$ cat src/rtl/fifo_queue_if.sv
// Handshake bundle for fifo_queue: write side (wEn/dIn/full), read side
// (rEn/dOut/empty) and the occupancy/error status outputs.
interface fifo_queue_if #(
  parameter int BITWIDTH = 5,
  parameter int DEPTH    = 4
);
  logic                wEn;
  logic [BITWIDTH-1:0] dIn;
  logic                rEn;
  logic [BITWIDTH-1:0] dOut;
  logic                full;
  logic                empty;
  logic                almostFull;
  logic [DEPTH:0]      count;
  logic                overflow;
  logic                underflow;

  modport master (
    output wEn, dIn, rEn,
    input  dOut, full, empty, almostFull, count, overflow, underflow
  );

  modport slave (
    input  wEn, dIn, rEn,
    output dOut, full, empty, almostFull, count, overflow, underflow
  );
endinterface

$ cat src/rtl/fifo_queue.sv
// Circular-buffer FIFO with first-word fall-through output, occupancy count,
// almost-full threshold and sticky overflow/underflow flags.
module fifo_queue #(
  parameter int BITWIDTH    = 5,
  parameter int DEPTH       = 4,
  parameter int AFULL_LEVEL = 14
) (
  input  logic        clk,
  input  logic        rst,
  fifo_queue_if.slave q
);

  localparam int             ENTRIES   = 1 << DEPTH;
  localparam logic [DEPTH:0] AFULL_CNT = AFULL_LEVEL[DEPTH:0];

  logic [BITWIDTH-1:0] mem [0:ENTRIES-1];
  logic [DEPTH:0]      wPtr, rPtr;
  logic [DEPTH:0]      wPtr_nxt, rPtr_nxt;
  logic                overflow_r, underflow_r;
  logic                overflow_nxt, underflow_nxt;
  logic                full_c, empty_c;
  logic                wAcc, rAcc;
  logic [DEPTH:0]      count_c;

  // The extra wrap bit separates full (same slot, different lap) from empty.
  always_comb begin
    empty_c = (wPtr == rPtr);
    full_c  = (wPtr[DEPTH-1:0] == rPtr[DEPTH-1:0]) && (wPtr[DEPTH] != rPtr[DEPTH]);
    count_c = wPtr - rPtr;
  end

  // A write into a full queue is still legal when the head is popped this cycle.
  always_comb begin
    wAcc          = q.wEn & (~full_c | q.rEn);
    rAcc          = q.rEn & ~empty_c;
    wPtr_nxt      = wPtr;
    rPtr_nxt      = rPtr;
    overflow_nxt  = overflow_r | (q.wEn & full_c & ~q.rEn);
    underflow_nxt = underflow_r | (q.rEn & empty_c);
    if (wAcc) wPtr_nxt = wPtr + 1'b1;
    if (rAcc) rPtr_nxt = rPtr + 1'b1;
  end

  always_ff @(posedge clk) begin
    if (rst) begin
      wPtr        <= '0;
      rPtr        <= '0;
      overflow_r  <= 1'b0;
      underflow_r <= 1'b0;
      for (int i = 0; i < ENTRIES; i++) mem[i] <= '0;
    end else begin
      if (wAcc) mem[wPtr[DEPTH-1:0]] <= q.dIn;
      wPtr        <= wPtr_nxt;
      rPtr        <= rPtr_nxt;
      overflow_r  <= overflow_nxt;
      underflow_r <= underflow_nxt;
    end
  end

  assign q.dOut       = rst ? '0 : mem[rPtr[DEPTH-1:0]];
  assign q.full       = full_c;
  assign q.empty      = empty_c;
  assign q.count      = count_c;
  assign q.almostFull = (count_c >= AFULL_CNT);
  assign q.overflow   = overflow_r;
  assign q.underflow  = underflow_r;

endmodule

$ cat src/flat_wrapper.sv
// flat-port wrapper written by rule: the top's interface ports become plain ports
module fifo_queue_flat 
#(
  parameter int BITWIDTH    = 5,
  parameter int DEPTH       = 4,
  parameter int AFULL_LEVEL = 14
)
  (clk, rst, q_wEn, q_dIn, q_rEn, q_dOut, q_full, q_empty, q_almostFull, q_count, q_overflow, q_underflow);
  fifo_queue_if #(.BITWIDTH(BITWIDTH), .DEPTH(DEPTH)) q_i ();
  input  logic clk;
  input  logic rst;
  input wire logic [$bits(q_i.wEn)-1:0] q_wEn;
  input wire logic [$bits(q_i.dIn)-1:0] q_dIn;
  input wire logic [$bits(q_i.rEn)-1:0] q_rEn;
  output wire logic [$bits(q_i.dOut)-1:0] q_dOut;
  output wire logic [$bits(q_i.full)-1:0] q_full;
  output wire logic [$bits(q_i.empty)-1:0] q_empty;
  output wire logic [$bits(q_i.almostFull)-1:0] q_almostFull;
  output wire logic [$bits(q_i.count)-1:0] q_count;
  output wire logic [$bits(q_i.overflow)-1:0] q_overflow;
  output wire logic [$bits(q_i.underflow)-1:0] q_underflow;
  assign q_i.wEn = q_wEn;
  assign q_i.dIn = q_dIn;
  assign q_i.rEn = q_rEn;
  assign q_dOut = q_i.dOut;
  assign q_full = q_i.full;
  assign q_empty = q_i.empty;
  assign q_almostFull = q_i.almostFull;
  assign q_count = q_i.count;
  assign q_overflow = q_i.overflow;
  assign q_underflow = q_i.underflow;
  fifo_queue #(.BITWIDTH(BITWIDTH), .DEPTH(DEPTH), .AFULL_LEVEL(AFULL_LEVEL)) u_core (.clk(clk), .rst(rst), .q(q_i));
endmodule
$ cat config.mk
export PLATFORM = sky130hd
export DESIGN_NAME = fifo_queue_flat
export DESIGN_NICKNAME = d
export VERILOG_FILES = /design/src/rtl/fifo_queue_if.sv /design/src/rtl/fifo_queue.sv /design/src/flat_wrapper.sv
export SDC_FILE = /design/constraint.sdc
export NUM_CORES = 1
export LEC_CHECK = 0
export CAP_MARGIN = 20
export CORE_ASPECT_RATIO = 1.2
export CORE_MARGIN = 3
export CORE_UTILIZATION = 54
export CTS_CLUSTER_SIZE = 10
export DETAILED_ROUTE_END_ITERATION = 7
export PLACE_DENSITY = 0.73
export SYNTH_ARGS = -nofsm -noshare
export SYNTH_HDL_FRONTEND = slang
export SYNTH_SLANG_ARGS = --single-unit
$ cat constraint.sdc
create_clock -name clk -period 2.5 [get_ports clk]
set_input_delay 0.5 -clock clk [delete_from_list [all_inputs] [get_ports clk]]
set_output_delay 0.5 -clock clk [all_outputs]
set_load 0.005 [all_outputs]
=== Word-level counts from Yosys, hierarchy flattened ===
Memories as Yosys holds them, arrays and structs flattened. A register that Yosys moved wholly into a read port is not among the register bits.
Index checks and enable logic that the tools add are counted.

* $add $sub $neg: 3
* Multipliers: 0
* Div/mod/pow operators: 0
* Magnitude comparators: 1
* Eq/ne operators: 3
* Shift-type cells: 0
* Mux-type cells: 11
* Bitwise logic cells: 11
* Reduce and logical (&&, ||, !) cells: 2

{| class="wikitable"
|+ Operators with widths
! cell !! count
|-
| $mux W4 || 3
|-
| $add A5 B1 Y5 const B || 2
|-
| $mux W5 || 2
|-
| $mux W1 || 6
|-
| $and A1 B1 Y1 || 5
|-
| $eq A5 B5 Y1 || 1
|-
| $ge A5 B4 Y1 const B || 1
|-
| $reduce_or A5 Y1 || 1
|-
| $sub A5 B5 Y5 || 1
|-
| $eq A4 B4 Y1 || 1
|-
| $not A1 Y1 || 3
|-
| $or A1 B1 Y1 || 3
|-
| $logic_and A1 B1 Y1 || 1
|-
| $ne A1 B1 Y1 || 1
|}

* Register bits after elaboration: 12
* Latch bits: 0
* Bits in writable memories: 80
* Memory bits (read-only): 0
* Input port bits: 9
* Output and inout port bits: 15
* Word-level logic and storage cells: 36
* Memories: 1

{| class="wikitable"
|+ Memory list
! memory !! words !! width !! rd ports !! clocked after memory_dff !! wr ports !! line !! source
|-
| u_core.mem || 16 || 5 || 1 || 1 || 16 || fifo_queue.sv:16 || <nowiki>logic [BITWIDTH-1:0] mem [0:ENTRIES-1];</nowiki>
|}

=== Depth between registers and ports, before layout ===
Gate-level depths: netlist (run 1).

* Depth in word-level cells: 10
* Mapped depth: 9
* Depth with buffers taken out: 8

=== Least setup slack after synthesis (run 1) ===
OpenSTA, ideal clock, no wires.

* Path type: reg-to-reg
* Start: register u_core.wPtr[2]
* End: memory u_core.mem[3][0] (enable)
* Setup time: 0.349 ns
* Data arrival time: 1.903 ns
* Required time: 2.151 ns
* Path slack: 0.248 ns
* Cell stages (with the launch flop): 8
* Path buffers: 2
* Clock period less this slack: 2.252 ns
* Path through: dfxtp_1 -> ha_1 -> nand4_1 -> buf_2 -> nor3_2 -> or3_1 -> buf_2 -> o21bai_1

{| class="wikitable"
|+ RTL lines
! item !! line !! source
|-
| start: declaration || fifo_queue.sv:17 || <nowiki>logic [DEPTH:0] wPtr, rPtr;</nowiki>
|-
| start signal: assignment || fifo_queue.sv:53 || <nowiki>wPtr <= wPtr_nxt;</nowiki>
|-
| end: declaration || fifo_queue.sv:16 ||
|}

=== Final worst setup path (run 1) ===
* Start: register u_core.wPtr[0]
* End: output port q_almostFull

* Cells in the longest elaborated chain, start to end: 2

{| class="wikitable"
|+ RTL lines
! item !! line !! source
|-
| $sub A5 B5 Y5 || fifo_queue.sv:29 || <nowiki>count_c = wPtr - rPtr;</nowiki>
|-
| $ge A5 B4 Y1 || fifo_queue.sv:64 || <nowiki>assign q.almostFull = (count_c >= AFULL_CNT);</nowiki>
|-
| end: declaration || flat_wrapper.sv:18 || <nowiki>output wire logic [$bits(q_i.almostFull)-1:0] q_almostFull;</nowiki>
|}

No other way between the ends.

==> results of run 1 <==
-- cells by family (layout without fill, tap and decap cells) --
kind of cell | Yosys count | in the layout | synth area share (%)
simple gates | 158 | 158 | 15.4
flops | 96 | 96 | 58.1
compound gates | 47 | 47 | 7.08
buf+inv | 33 | 90 | 4.67
mux | 29 | 29 | 9.70
xor+xnor | 11 | 11 | 2.22
fa+ha+maj | 10 | 10 | 2.83
-- flip-flops by register name, summed over array words and instances, names as in the netlist, named ones only --
signal	count
u_core.q.overflow	1
u_core.mem	80
u_core.q.underflow	1
u_core.wPtr	5
u_core.rPtr	5
-- per-layer routing --
metal	GRT usage (%)	part of all wire, %	vias to the layer above
li1	-	-	1482
met3	4.04	5.6	17
met4	9.91	2.2	0
met1	26.9	39	1531
met5	0	0	-
met2	39.2	53	98
-- stage by stage --
stage / setup WS (ns) / total power, mW / instance area (um^2) / TNS, ns / cells
global placement: 0.00350 / 2.54 / 5130 / 0 / 530
floorplan: 0.248 / 2.26 / 4680 / 0 / 384
CTS: -0.126 / 3.68 / 5480 / -0.245 / 558
global route: -0.181 / 3.81 / 5520 / -0.359 / 555
finish: -0.0933 / 3.67 / 5520 / -0.136 / 555
detailed placement: -0.0602 / 2.56 / 5130 / -0.181 / 530
-- timing repair --
action	in CTS	in global routing
resized for setup	50	22
buffers inserted	12	1
pin swaps	17	16
setup endpoints to repair	26	54
-- final cells by class --
class / count / area [um^2] / area share (%)
inverters: 10 / 37.5 / 0.680
clock inverters: 2 / 35.0 / 0.634
clock buffers: 14 / 174 / 3.15
repair buffers: 64 / 529 / 9.59
multi-input cells: 255 / 1870 / 33.9
flip-flops and latches: 96 / 2730 / 49.5
well taps: 114 / 143 / 2.58
-- how the worst max path moves through the flow --
| stage | from | endpoint | slack [ns] | depth (start not counted) |
|---|---|---|---|---|
| final | u_core.wPtr[0] | q_almostFull | -0.09 | 10 |
| after global routing | u_core.wPtr[0] | q_almostFull | -0.18 | 10 |
| after CTS | u_core.wPtr[0] | q_almostFull | -0.13 | 10 |
| after detailed placement | u_core.rPtr[1] | q_almostFull | -0.06 | 7 |
| after global placement | u_core.rPtr[1] | q_almostFull | 0.003 | 7 |
| after floorplan | u_core.wPtr[2] | u_core.mem[3][0] | 0.25 | 7 |
-- Yosys cell counts, drive strengths merged, types with 3 or more instances --
cell type,instances,area share [%]
nand3,20,2.4
clkbuf,6,0.48
inv,10,0.80
or3,3,0.40
nor2b,9,1.2
edfxtp,80,51
ha,9,2.4
a22oi,4,0.64
mux4,13,6.2
mux2i,15,3.2
o21ai,4,0.43
o22ai,5,0.67
xnor2,5,1.1
nor2,97,7.8
dfxtp,16,6.8
nand2,18,1.4
o21bai,15,2.4
a211oi,3,0.48
a21oi,5,0.53
buf,17,3.4
xor2,6,1.1
-- tightest hold or removal path: stages, from the launching register on --
cell,delay (ns)
sky130_fd_sc_hd__dfxtp_1,0.34
sky130_fd_sc_hd__a21oi_1,0.04
sky130_fd_sc_hd__nor2_1,0.07
-- power by group --
part           internal [mW]  switching (mW)
clock network          0.551           0.508
registers               1.81          0.0418
logic                  0.406           0.357
total                   2.76           0.907
==> flow_results.org, run 1 <==
** Power and ir drop
- Worst VDD drop :: between 0.4 and 0.5 mV
- Power density relative to cell area :: 665 nW/um^2
- Leakage power figure :: slightly below 2 nW

** Die
- From bottom edge to top edge, the die measures about 110 um.
- Core outline area :: 8290 um^2
- Total die area :: a little under 10000 um^2
- In this run the horizontal extent of the chip is ~91 um.
- Starting utilization of the core area :: 56.5%
- Number of I/O pins :: 24
- Row count :: 36

** Logic synthesis
- Post-synthesis cell area :: between 4000 and 5000 um^2
- Share of synthesized registers carrying an async set or reset :: 0%
- After synthesis, the mean cell area works out to about 12 um^2.
- The cell count after synthesis came out at approximately 380.
- For this run, the register share of the synthesized area comes to about three fifths.
- Post-synth top flop :: sky130_fd_sc_hd__edfxtp_1
- Synth cell types :: 44
- Syn Nets :: 403
- Total of warnings raised by yosys :: 0
- Count of state elements after synthesis :: 96
- In this run, synthesis inferred 80 flip-flops with an integrated enable.

** Worst setup path
- In this run the register-to-register setup slack is roughly 0.05 ns.
- The critical path goes through inv_2 -> ha_4 -> inv_2 -> fa_2 -> a21o_1 -> a21oi_2 -> xnor2_2 -> buf_4 -> o31ai_2 -> buf_2.
- Counting both buffers and inverters, the worst setup path holds a total of 4.
- Top cell family by delay on the critical path :: adder cells
- Reg-to-reg startpoint :: u_core.rPtr[2]
- The worst setup path is of the register to primary output kind.
- Endpoint kind of the worst setup timing path :: primary output
- The worst setup path is launched from a register.
- Endpoint of the lowest-slack register-to-register path :: u_core.mem[5][4]
- Among all stages on the critical path, the largest delay is contributed by sky130_fd_sc_hd__fa_2.
- Max stage delay on crit path :: 0.35 ns
- Most Frequent Cell on Critical Path :: sky130_fd_sc_hd__inv_2
- Reg2Reg Depth :: 8
- Worst Path Arrival :: about 2.1 ns
- In this run the worst path has a maximum fanout of 2.
- For the worst setup path, the data required time is around 2 ns.

** Final layout
- Top library cells by usage in the layout, fill and taps aside :: sky130_fd_sc_hd__nor2_1, sky130_fd_sc_hd__edfxtp_1, sky130_fd_sc_hd__buf_4, sky130_fd_sc_hd__nand3_1, sky130_fd_sc_hd__nand2_1
- Fraction of final layout cells sized beyond drive strength 1 :: about a quarter
- The repair_antennas step left the layout with diodes totalling 0.
- Commonest non-fill, non-tap cell in the layout :: sky130_fd_sc_hd__nor2_1
- Total of fill cells in the finished design :: roughly 630
- In the final design database the tool counted ~460 nets.
- At the end of the flow the core is filled with cells to 66.6%.
- Relative to the synthesized area, the layout overhead comes to 17.9%.

** Global route
- Total global routing overflow :: 0
- First-pass GRT wire length :: roughly 16000 um
- Entering global routing, the biggest net connects 34 pins.
- Tot GR Track Use :: 22.3%
- The number of antenna violations at the first check in global routing is 0.
- The via count of the first global-routing pass came to 3150.

** Hold path
- Hold Startpoint :: u_core.q.overflow
- The worst hold path terminates at u_core.q.overflow.
- The worst hold path was traced through 2 stages.
- Hold/Removal Path Class :: register to register

** STA
- The clock arrives with around 0.013 ns of skew.
- Setup repair after global routing could not meet its margin everywhere.
- Endpoints failing hold :: 0
- Setup slack on the critical path of the routed design comes to -0.0933 ns.
- Maximum achievable frequency :: 386 MHz
- Relative slew slack :: between 60 and 70%
- Hold is met by 0.484 ns.
- Fin crit period :: about 2.6 ns
- For the pin with the worst max-slew slack, the measured transition is roughly 0.56 ns.
- In the finished design, the share of the clock period the worst path needs comes to 104%.
- Endpoints failing setup :: 2
- Max Slew Vio Count :: 0

** CTS
- Clock insertion delay at the later pin of the skew report :: 0.37 ns
- Number of buffers created by CTS :: 9
- CTS Sinks :: 96
- CTS tree :: done
- No sink is reached through more buffers than the 2 on the longest clock path.
- Hold-fix buffers at CTS :: 0
- Clock Pin Slew Worst Setup and Hold Paths :: 0.10 ns
- The H-tree was split into 3 levels.
- Cell at the root of the clock tree :: sky130_fd_sc_hd__clkbuf_8

** Drt
- The routed design has 10300 um of wire.
- Dividing the detail-routed wire length by the instance count gives about 19 um.
- Using the TritonRoute via totals, the vias-per-cell ratio works out to between 5 and 6.
- In this run the remaining antenna-violating nets after routing total 0.
- After detailed routing, the number of remaining DRC violations is 0.
- After the first detailed-routing iteration, the DRC count stood at 160.
- Detailed-router iteration count before antenna repair :: 4
- Summing over every cut layer, the via total after detailed routing is ~3100.

** Outcome
- The final reports fail on setup timing.
- Status :: finished, violations left

** Flow run
- Max-capacitance violation count :: 0

** Placed design
- Estimated wirelength of the detail-placed design :: between 7000 and 8000 um
- Final GP Congestion :: between 0.9 and 1
- Input and output buffers added on the ports amount to 23.
Note: power is estimated with default switching activity, not from simulation.
==> inputs of run 2 (changes only) <==
--- a/config.mk
+++ b/config.mk
@@ -12,6 +12,7 @@
 export CTS_CLUSTER_SIZE = 10
 export DETAILED_ROUTE_END_ITERATION = 7
 export PLACE_DENSITY = 0.73
+export SETUP_SLACK_MARGIN = 0.5
 export SYNTH_ARGS = -nofsm -noshare
 export SYNTH_HDL_FRONTEND = slang
 export SYNTH_SLANG_ARGS = --single-unit
==> run 2 against run 1 <==
Compared with the run above:
- the run still ends with setup timing left
- combinational power is 31% higher
- non-clock buffer count increased by 20
- register-to-register slack improved by 0.22 ns
- final area up 19%
- clock power hardly changed
- cell count is 3.8% higher
- critical path type unchanged
- critical endpoint unchanged
- largest cell class unchanged
==> flow_results.org, run 2 (same netlist as run 1, synthesis figures left out) <==
** Placed design
- Final GP Congestion :: 0.863 (-4.5%)
- PortBufs :: 23 (unchanged)
- The detailed placement HPWL was 7480 um (-1.8%).
- DP Cell Count :: 526 (-0.75%)
- Post-placement setup slack :: -0.0618 ns (-0.00156 ns)

** Global route
- First-pass GRT wire length :: 19400 um (+19%)
- The leftover overflow at the end of global routing came to 0 (unchanged).
- The overall global routing resource usage is 26.8% (+4.5 points).
- Largest net degree at the start of global routing :: 34 (unchanged)
- The number of antenna violations at the first check in global routing is 0 (unchanged).
- The via count of the first global-routing pass came to 3563 (+13%).

** CTS
- Clock insertion delay at the later pin of the skew report :: 0.38 ns (about the same)
- Number of buffers created by CTS :: 9 (unchanged)
- TritonCTS built the clock tree.
- Clock Pin Slew Worst Setup and Hold Paths :: 0.09 ns (about the same)
- CTS Sinks :: 96 (unchanged)
- CTS H-tree depth :: 3 (unchanged)
- The tree is rooted in a sky130_fd_sc_hd__clkbuf_8.
- The number of buffers between clock root and the deepest sink is 2 (unchanged).

** Flow run
- Max-capacitance violation count :: 0 (unchanged)

** Final layout
- The number of flip-flops under the largest register name was 80 (unchanged).
- Final cell count without fillers :: 576 (+3.8%)
- Fraction of final layout cells sized beyond drive strength 1 :: 52.4% (+28 points)
- Total of fill cells in the finished design :: 434 (-31%)
- Utilization after layout :: 79.2% (+13 points)
- In the layout the commonest cells are sky130_fd_sc_hd__edfxtp_1, sky130_fd_sc_hd__nor2_4, sky130_fd_sc_hd__buf_4, sky130_fd_sc_hd__nor2_2, sky130_fd_sc_hd__buf_6.
- The library cell used most frequently in the layout, excluding fill and tap cells, is sky130_fd_sc_hd__edfxtp_1.
- Number of antenna cells inserted :: 0 (unchanged)
- Largest registers ranked by flip-flop count :: u_core.mem x80, u_core.rPtr x5, u_core.wPtr x5
- Final nets :: 476 (+4.6%)
- Register with the most flip-flops :: u_core.mem
- Area growth from synthesis to layout :: 40.2%

** Power and ir drop
- The leakage dissipation came to 2.19 nW (+11%).
- Relative contribution of sequential cells to total power :: 47.4% (-3.0 points)
- Switching Power :: 1.11 mW (+22%)
- The areal power density over the cells was 594 nW/um^2 (-11%).
- Worst VDD drop :: 0.585 mV (+34%)
- The internal cell power came to 2.79 mW (+1.0%).
- Clock share of power :: 26.9% (-1.9 points)
- The switching share of power was 28.4% (+3.7 points).
- Share of total power in combinational logic :: 25.7% (+4.9 points)

** Drt
- The number of detailed-route iterations in the first pass is 5 (+1).
- The remaining number of nets flagged by the antenna check after routing was 0 (unchanged).
- The number of violations reported at the end of detailed-routing iteration 0 is 327 (+100%).
- Routed len/inst :: 24.1 um (+30%)
- The total vias in the final route is 3568 (+14%).
- The routed via count divided by cell count is 6.19 (+9.9%).
- Final routed DRC violation total :: 0 (unchanged)
- The overall routed net length came to 13900 um (+35%).

** STA
- The final worst-path cycle share came to 101% (-2.9 points).
- Setup repair after global routing could not meet its margin everywhere.
- The total count of max-transition violations in the final report is 0 (unchanged).
- Pin slew with the least headroom to its limit :: 0.648 ns (+0.0861 ns)
- The worst hold slack came to 0.491 ns (+0.00736 ns).
- The final clock skew is 0.0118 ns (-0.000847 ns).
- Relative slew slack :: 56.6% (-5.9 points)
- Maximum achievable frequency :: 397 MHz (+2.8%)
- Fin crit period :: 2.52 ns (-0.0718 ns)
- The hold violation total from the final report came to 0 (unchanged).
- Post-route setup slack :: -0.0215 ns (+0.0718 ns)
- The final setup violation count is 1 (-1).

** Worst setup path
- Max stage delay on crit path :: 0.34 ns (about the same)
- Worst endpoint required time :: 2.00 ns (about the same)
- Type of origin of the critical path :: register
- Most Frequent Cell on Critical Path :: sky130_fd_sc_hd__inv_2
- Slowest cell on the critical path :: sky130_fd_sc_hd__fa_2
- The buffering stage count on the worst path with inverters included is 3 (-1).
- The critical path arrival is 2.02 ns (-0.07 ns).
- The worst setup path is captured at a primary output.
- Top cell family by delay on the critical path :: adder cells
- Tracing the worst setup path back leads to its startpoint at u_core.wPtr[0].
- The signal on the critical path passes through inv_2 -> ha_4 -> inv_2 -> fa_2 -> a21o_1 -> a21oi_2 -> xnor2_2 -> o31ai_2 -> buf_2.
- The maximum fanout count along the critical path was 2 (unchanged).
- In this run the critical register-to-register path is launched from u_core.wPtr[4].
- The worst setup path is of the register to primary output kind.

** Die
- The floorplan die area was 9830 um^2 (unchanged).
- The number of standard-cell rows in the floorplan came to 36 (unchanged).
- The die outline height is 108 um (unchanged).
- Horizontal die dimension :: 91.0 um (unchanged)
- The total I/O pin count came to 24 (unchanged).
- Starting utilization of the core area :: 56.5% (unchanged)
- The area of the placeable core was 8290 um^2 (unchanged).

** Outcome
- Failing checks :: setup timing
- Status :: finished, violations left

** Hold path
- Hold Startpoint :: u_core.q.overflow
- Hold/Removal Path Class :: register to register
==> run 2: metal layers <==
| layer | GRT usage, % | share of wire [%] |
|---|---|---|
| met5 | 0 | 0 |
| met4 | 14.1 | 5.6 |
| met3 | 4.73 | 6.5 |
| met2 | 49.2 | 52 |
| met1 | 29.6 | 36 |
==> run 2: power by group through the flow <==
stage	clock network, mW	registers [mW]	logic, mW
after detailed placement	0	1.87	0.688
after floorplan	0	1.86	0.403
after CTS	0.998	1.84	0.886
after global placement	0	1.87	0.680
after global routing	1.10	1.85	1.07
final	1.05	1.85	1.00
==> run 2: final timing paths <==
path,to,slack (ns),cells past startpoint
setup / recovery,q_almostFull,-0.02,9
hold / removal,u_core.q.overflow,0.49,2
setup reg to reg,u_core.mem[7][1],0.27,5
hold reg to reg,u_core.q.overflow,0.49,2
==> run 2: per-stage QoR <==
| step | setup TNS (ns) | power (mW) | cell area, um^2 |
|---|---|---|---|
| after floorplan | 0 | 2.26 | 4710 |
| after global placement | -0.00172 | 2.55 | 5130 |
| after detailed placement | -0.0886 | 2.56 | 5130 |
| after CTS | -0.0278 | 3.73 | 6020 |
| after global routing | -0.182 | 4.02 | 6570 |
| final | -0.0215 | 3.90 | 6570 |
==> run 2: what timing repair did <==
item | 4_1_cts | 5_1_grt
cloned | 6 | 0
pin swaps | 88 | 24
gates resized for setup | 173 | 134
buffers inserted | 24 | 4
endpoints found under the setup margin | 174 | 182
hold buffers | 0 | 0
==> run 2: worst register-to-register path: cells and delay by family (launching register included) <==
family / cells / cell delay [ns]
XOR/XNOR: 1 / 0.57
AND/OR/NAND/NOR: 2 / 0.55
flip-flops: 1 / 0.39
AO/OA/AOI/OAI: 1 / 0.22
buffers and inverters: 1 / 0.21
==> run 2: layout make-up <==
cell class,instances,area (um^2),area share (%)
Tap cell,114,143,2.17
Clock inverter,6,65.1,0.991
Multi-Input combinational cell,256,2610,39.7
Clock buffer,10,128,1.94
Inverter,10,40.0,0.610
Timing Repair Buffer,84,851,13.0
Sequential cell,96,2740,41.7
